$ cat src/rtl/axis_pkt_arbiter.sv
// axis_pkt_arbiter: packet-locked round-robin merge of
// NUM_SRC AXI-Stream sources onto one downstream channel.

package pp_package;
  localparam int TDATA_WIDTH = 32;
  localparam int TUSER_WIDTH = 4;
endpackage

module axis_pkt_arbiter
  import pp_package::*;
#(
  parameter  int NUM_SRC = 4,
  localparam int IDX_W   = $clog2(NUM_SRC)
) (
  input  logic                                clk,
  input  logic                                rst,
  input  logic [NUM_SRC-1:0]                  s_tvalid,
  input  logic [NUM_SRC*TDATA_WIDTH-1:0]      s_tdata,
  input  logic [NUM_SRC-1:0]                  s_tlast,
  input  logic [NUM_SRC*(TDATA_WIDTH/8)-1:0]  s_tstrb,
  input  logic [NUM_SRC*TUSER_WIDTH-1:0]      s_tuser,
  output logic [NUM_SRC-1:0]                  s_tready,
  output logic                                m_tvalid,
  output logic [TDATA_WIDTH-1:0]              m_tdata,
  output logic                                m_tlast,
  output logic [TDATA_WIDTH/8-1:0]            m_tstrb,
  output logic [TUSER_WIDTH-1:0]              m_tuser,
  input  logic                                m_tready,
  output logic [IDX_W-1:0]                    grant_idx,
  output logic                                busy
);

  localparam int TW = TDATA_WIDTH;
  localparam int SW = TDATA_WIDTH / 8;
  localparam int UW = TUSER_WIDTH;

  typedef enum logic {
    IDLE = 1'b0,
    BUSY = 1'b1
  } state_t;

  state_t           state_q, state_d;
  logic [IDX_W-1:0] grant_q, grant_d;
  logic [IDX_W-1:0] rr_ptr_q, rr_ptr_d;
  logic [IDX_W-1:0] win;
  logic [IDX_W:0]   cand;
  logic             found;

  // State, grant and round-robin pointer registers
  always_ff @(posedge clk or negedge rst) begin
    if (!rst) begin
      state_q  <= IDLE;
      grant_q  <= '0;
      rr_ptr_q <= '0;
    end else begin
      state_q  <= state_d;
      grant_q  <= grant_d;
      rr_ptr_q <= rr_ptr_d;
    end
  end

  // Search from rr_ptr, mux the locked source, decide next state
  always_comb begin
    state_d  = state_q;
    grant_d  = grant_q;
    rr_ptr_d = rr_ptr_q;
    s_tready = '0;
    m_tvalid = 1'b0;
    m_tdata  = '0;
    m_tlast  = 1'b0;
    m_tstrb  = '0;
    m_tuser  = '0;
    found    = 1'b0;
    win      = '0;
    cand     = '0;

    for (int i = 0; i < NUM_SRC; i++) begin
      cand = {1'b0, rr_ptr_q} + (IDX_W+1)'(i);
      if (cand >= (IDX_W+1)'(NUM_SRC))
        cand = cand - (IDX_W+1)'(NUM_SRC);
      if (!found && s_tvalid[cand[IDX_W-1:0]]) begin
        found = 1'b1;
        win   = cand[IDX_W-1:0];
      end
    end

    unique case (state_q)
      IDLE: begin
        if (found) begin
          grant_d = win;
          state_d = BUSY;
        end
      end
      BUSY: begin
        m_tvalid = s_tvalid[grant_q];
        m_tlast  = s_tlast[grant_q];
        m_tdata  = s_tdata[int'(grant_q)*TW +: TW];
        m_tstrb  = s_tstrb[int'(grant_q)*SW +: SW];
        m_tuser  = s_tuser[int'(grant_q)*UW +: UW];
        s_tready[grant_q] = m_tready;
        if (m_tvalid && m_tready && m_tlast) begin
          state_d = IDLE;
          if (grant_q == IDX_W'(NUM_SRC-1))
            rr_ptr_d = '0;
          else
            rr_ptr_d = grant_q + IDX_W'(1);
        end
      end
      default: state_d = IDLE;
    endcase
  end

  assign grant_idx = grant_q;
  assign busy      = (state_q == BUSY);

endmodule

$ cat config.mk
export PLATFORM = sky130hd
export DESIGN_NAME = axis_pkt_arbiter
export DESIGN_NICKNAME = d
export VERILOG_FILES = /design/src/rtl/axis_pkt_arbiter.sv
export SDC_FILE = /design/constraint.sdc
export NUM_CORES = 1
export LEC_CHECK = 0
export CORE_AREA = 2 2 86 88
export CTS_CLUSTER_SIZE = 20
export DETAILED_ROUTE_END_ITERATION = 10
export DIE_AREA = 0 0 88 90
export GPL_TIMING_DRIVEN = 0
export HOLD_SLACK_MARGIN = 0.08
export PLACE_DENSITY_LB_ADDON = 0.25
export RECOVER_POWER = 50
export SLEW_MARGIN = 15
export SYNTH_ARGS = -nofsm -noshare
export SYNTH_HDL_FRONTEND = slang
export SYNTH_SLANG_ARGS = --single-unit
$ cat constraint.sdc
create_clock -name clk -period 2.5 [get_ports clk]
set_input_delay 0.75 -clock clk [delete_from_list [all_inputs] [get_ports clk]]
set_output_delay 0.75 -clock clk [all_outputs]
set_load 0.01 [all_outputs]
==> parameters.txt, run 1 <==
Parameter                              Value

Global route
  Number of antenna violations at the first check in global routing    0
  Number of global-route vias before repair    2357
  Total global routing track utilization    20.1%
  Global-route wire length before repair    12500 µm
  Pin count of the biggest net entering global routing    11
  Total gr overflow    0

Die
  Area of the die    7920 µm²
  Row count    31
  Boundary pin count    220
  Height of the die    90 µm
  Core area    7020 µm²
  Horizontal extent of the die    88 µm
  Effective utilization at floorplan    23.7%

Synthesis
  Sequential element share of the synthesized area    7.51%
  Cells after Synth    135
  Number of warnings printed during yosys synthesis    0
  Dominant synthesized flop cell    sky130_fd_sc_hd__dfrtp_1
  Share of Yosys cell area claimed by the top area cell type    54.1%
  Number of flops mapped to enable cells by yosys    0
  Leading cell type by number of instances after synthesis    sky130_fd_sc_hd__and2_1
  Library cell occupying the most area in the post-synthesis netlist    sky130_fd_sc_hd__mux4_2
  Combined area of all synthesized cells    1670 µm²
  #FFs+latches synth    5
  Most common library cells after synthesis    sky130_fd_sc_hd__and2_1 (42), sky130_fd_sc_hd__mux4_2 (40), sky130_fd_sc_hd__clkbuf_1 (6)
  Net count after synthesis    310
  Async SR Flop Fraction    100%
  Biggest area contributors in the synthesized netlist    sky130_fd_sc_hd__mux4_2 (54%), sky130_fd_sc_hd__and2_1 (16%), sky130_fd_sc_hd__dfrtp_1 (7.5%), sky130_fd_sc_hd__mux4_1 (3.2%), sky130_fd_sc_hd__ha_1 (3.0%)
  Number of distinct library cell variants in the gate-level netlist after synthesis    26
  Average cell area after synthesis    12.3 µm²

Timing
  Period minus WS final    2530 ps
  Maximum operating frequency    0.395 GHz
  Slew HR    73.6%
  Share of the clock period used by the worst path    101%
  Worst slew pin tran    396 ps
  Min setup slack post-route    -33.6 ps
  Setup violators final    7
  Final-report hold violation count    0
  Worst setup skew after layout    1.75 ps
  RSZ-0062 raised after global routing    yes
  Count of pins over their slew limit    0

Pwr
  Leakage power of the design    1.88 nW
  Total Power Consumption    3.66 mW
  Power Density    928 nW/µm²
  Peak VDD IR    0.000521 V

Detailed routing
  Via count    2192
  Routed Wire Length    8260 µm
  Drt first-iter violations    75
  DRT Pass-1 Iters    4
  Post-route ant nets    0
  Wire length per cell after detailed routing    17.7 µm
  DRC errors left    0
  Post-detailed-route via-to-cell ratio    4.70

Critical path
  Critical path arrival    1780 ps
  Largest fanout on the critical path    7
  Startpoint types    flop
  Logic depth of the worst register-to-register path    6
  WP data required    1750 ps
  Source of the worst register-to-register timing path    grant_idx[0]$_DFFE_PN0P_
  Critical path type    flop to output pin
  Reg-to-Reg End    rr_ptr_q[1]$_DFFE_PN0P_
  Critical path endpoint category    output pin
  Worst-case register-to-register setup slack    490 ps

Placed design
  Area post-placement    3980 µm²
  Routability congestion estimate    0.859
  Quantity of I/O buffers inserted on ports    219
  Setup Slack @ Placement    -655 ps
  Detailed placer's ending HPWL    7130 µm

Final layout
  Fraction of final layout cells sized beyond drive strength 1    37.1%
  Count of nets after finishing    543
  Layout overhead on the synthesized area    137%
  Filler cells    702
  Ant diodes    0
  Final Instance Area    3950 µm²

Worst hold path
  Hold Path Depth    2
  Worst min path class    flop to flop
  Hold path startpoint    rr_ptr_q[0]$_DFFE_PN0P_
  Hold EP    rr_ptr_q[0]$_DFFE_PN0P_

Clocking
  H-tree levels    1
  Clock Latency Late Sink    220 ps
  Clock tree sinks    5
  TritonCTS clock tree    done
  Inserted Clock Buffers    3
  Clock tree buffer depth    2
  Clk pin slew, worst setup/hold paths    40 ps
  Cell chosen for the clock root    sky130_fd_sc_hd__clkbuf_8

Status
  Failing checks    negative setup slack
  Result of the run    finished, violations left

Job
  Count of max-cap constraint violations    0
[final cells by class]
class                      count  area (µm²)  area share (%)
timing repair buffer         229        2020            51.3
multi-input combinational    111        1480            37.4
buffer                        14         135            3.43
sequential                     5         125            3.17
tap                           99         124            3.14
clock buffer                   4        45.0            1.14
inverter                       4        15.0           0.381
[placed cells by master (no fill, tap or decap)]
| cell type | synthesis | layout |
|---|---|---|
| sky130_fd_sc_hd__mux2i_1 | 2 | 2 |
| sky130_fd_sc_hd__mux2_1 | 0 | 1 |
| sky130_fd_sc_hd__nor2b_1 | 1 | 1 |
| sky130_fd_sc_hd__clkdlybuf4s50_1 | 0 | 3 |
| sky130_fd_sc_hd__inv_1 | 4 | 4 |
| sky130_fd_sc_hd__nand2_1 | 1 | 1 |
| sky130_fd_sc_hd__nand3_1 | 1 | 1 |
| sky130_fd_sc_hd__nand2b_1 | 2 | 2 |
| sky130_fd_sc_hd__mux4_2 | 40 | 42 |
| sky130_fd_sc_hd__dlygate4sd3_1 | 0 | 1 |
| sky130_fd_sc_hd__and3_1 | 4 | 4 |
| sky130_fd_sc_hd__and2_1 | 42 | 17 |
| sky130_fd_sc_hd__buf_4 | 1 | 7 |
| sky130_fd_sc_hd__a31oi_1 | 1 | 1 |
| sky130_fd_sc_hd__buf_6 | 4 | 22 |
| sky130_fd_sc_hd__and2_4 | 0 | 25 |
| sky130_fd_sc_hd__clkbuf_1 | 6 | 4 |
| sky130_fd_sc_hd__a221o_1 | 1 | 1 |
| sky130_fd_sc_hd__ha_1 | 4 | 4 |
| sky130_fd_sc_hd__clkdlybuf4s15_1 | 0 | 11 |
| sky130_fd_sc_hd__o31ai_1 | 1 | 1 |
| sky130_fd_sc_hd__a21oi_1 | 2 | 2 |
| sky130_fd_sc_hd__a21o_1 | 1 | 1 |
| sky130_fd_sc_hd__clkbuf_4 | 0 | 1 |
| sky130_fd_sc_hd__dfrtp_1 | 5 | 5 |
| sky130_fd_sc_hd__clkdlybuf4s25_1 | 0 | 1 |
| sky130_fd_sc_hd__nor2_1 | 1 | 1 |
| sky130_fd_sc_hd__o22ai_1 | 2 | 2 |
| sky130_fd_sc_hd__clkbuf_2 | 0 | 5 |
| sky130_fd_sc_hd__o21a_1 | 1 | 1 |
| sky130_fd_sc_hd__nand4_1 | 0 | 1 |
| sky130_fd_sc_hd__buf_16 | 0 | 1 |
| sky130_fd_sc_hd__buf_12 | 0 | 5 |
| sky130_fd_sc_hd__dlygate4sd2_1 | 0 | 158 |
| sky130_fd_sc_hd__buf_8 | 0 | 1 |
| sky130_fd_sc_hd__clkbuf_8 | 0 | 4 |
| sky130_fd_sc_hd__buf_2 | 4 | 23 |
[critical path, stage by stage, from the launching register on]
cell and delay, ps:
sky130_fd_sc_hd__dfrtp_1 380, sky130_fd_sc_hd__buf_8 170, sky130_fd_sc_hd__buf_12 120, sky130_fd_sc_hd__buf_12 110, sky130_fd_sc_hd__mux4_2 500, sky130_fd_sc_hd__and2_4 170, sky130_fd_sc_hd__buf_6 110
[cells by family after synthesis]
logic type                 count (synthesis)  synth area share, %
and+or+nand+nor                           53                 19.9
muxes                                     45                 59.3
buffers and inverters                     19                 6.61
AOI/OAI and AO/OA                          9                 3.68
DFF                                        5                 7.51
adders and majority gates                  4                 3.00
[state kept, by name, indices dropped and copies added (netlist names)]
name	cells
grant_idx	2
busy	1
rr_ptr_q	2
[metrics by stage]
| stage | cells | utilization, % | setup TNS (ps) | hold WS, ps |
|---|---|---|---|---|
| 3_5_place_dp | 453 | 56.7 | -22830 | 574 |
| 5_1_grt | 466 | 56.2 | -1560 | 648 |
| 2_1_floorplan | 135 | - | 0 | 454 |
| 6_report | 466 | 56.2 | -112 | 592 |
| 4_1_cts | 468 | 55.5 | -966 | 585 |
| 3_3_place_gp | 453 | 56.7 | -22510 | 552 |
[where the power goes]
group,internal (mW),switching [mW],leakage [nW]
Combinational,2.08,1.26,1.80
Clock,0.109,0.0388,0.0228
Sequential,0.118,0.0449,0.0583
[worst max path at each step]
stage	from	endpoint	slack (ps)	cells past startpoint
final	grant_idx[0]$_DFFE_PN0P_	m_tdata[22]	-30	6
after global routing	grant_idx[0]$_DFFE_PN0P_	m_tdata[22]	-110	6
after CTS	grant_idx[0]$_DFFE_PN0P_	m_tdata[21]	-80	6
after detailed placement	s_tvalid[0]	m_tvalid	-660	4
after global placement	s_tvalid[1]	m_tvalid	-630	4
after floorplan	grant_idx[0]$_DFFE_PN0P_	m_tdata[23]	270	4
[per-layer routing]
metal	vias up	part of all wire, %	track usage [%]	wire [µm]
met5	-	0	0	0
met4	0	1.1	3.08	89
met3	8	9.8	4.04	808
met2	132	54	39.3	4480
met1	1047	35	22.1	2880
li1	1005	-	-	-
[what timing repair did]
| item | 4_1_cts | 5_1_grt |
|---|---|---|
| setup buffers | 9 | 0 |
| gates cloned | 2 | 0 |
| endpoints found under the setup margin | 46 | 43 |
| hold buffers | 0 | 0 |
| pin swaps | 10 | 0 |
| resized for setup | 391 | 38 |
No activity file was read; power rests on OpenSTA's default activity.
==> run 2, diff against run 1 <==
SLEW_MARGIN = unset   (was 15)
==> results of run 2 <==
No change in the layout: final DEF, timing and power equal those of run 1.
==> run 3, diff against run 2 <==
SLEW_MARGIN = 20   (was unset)
==> results of run 3 <==
No change in the layout: final DEF, timing and power equal those of run 1.
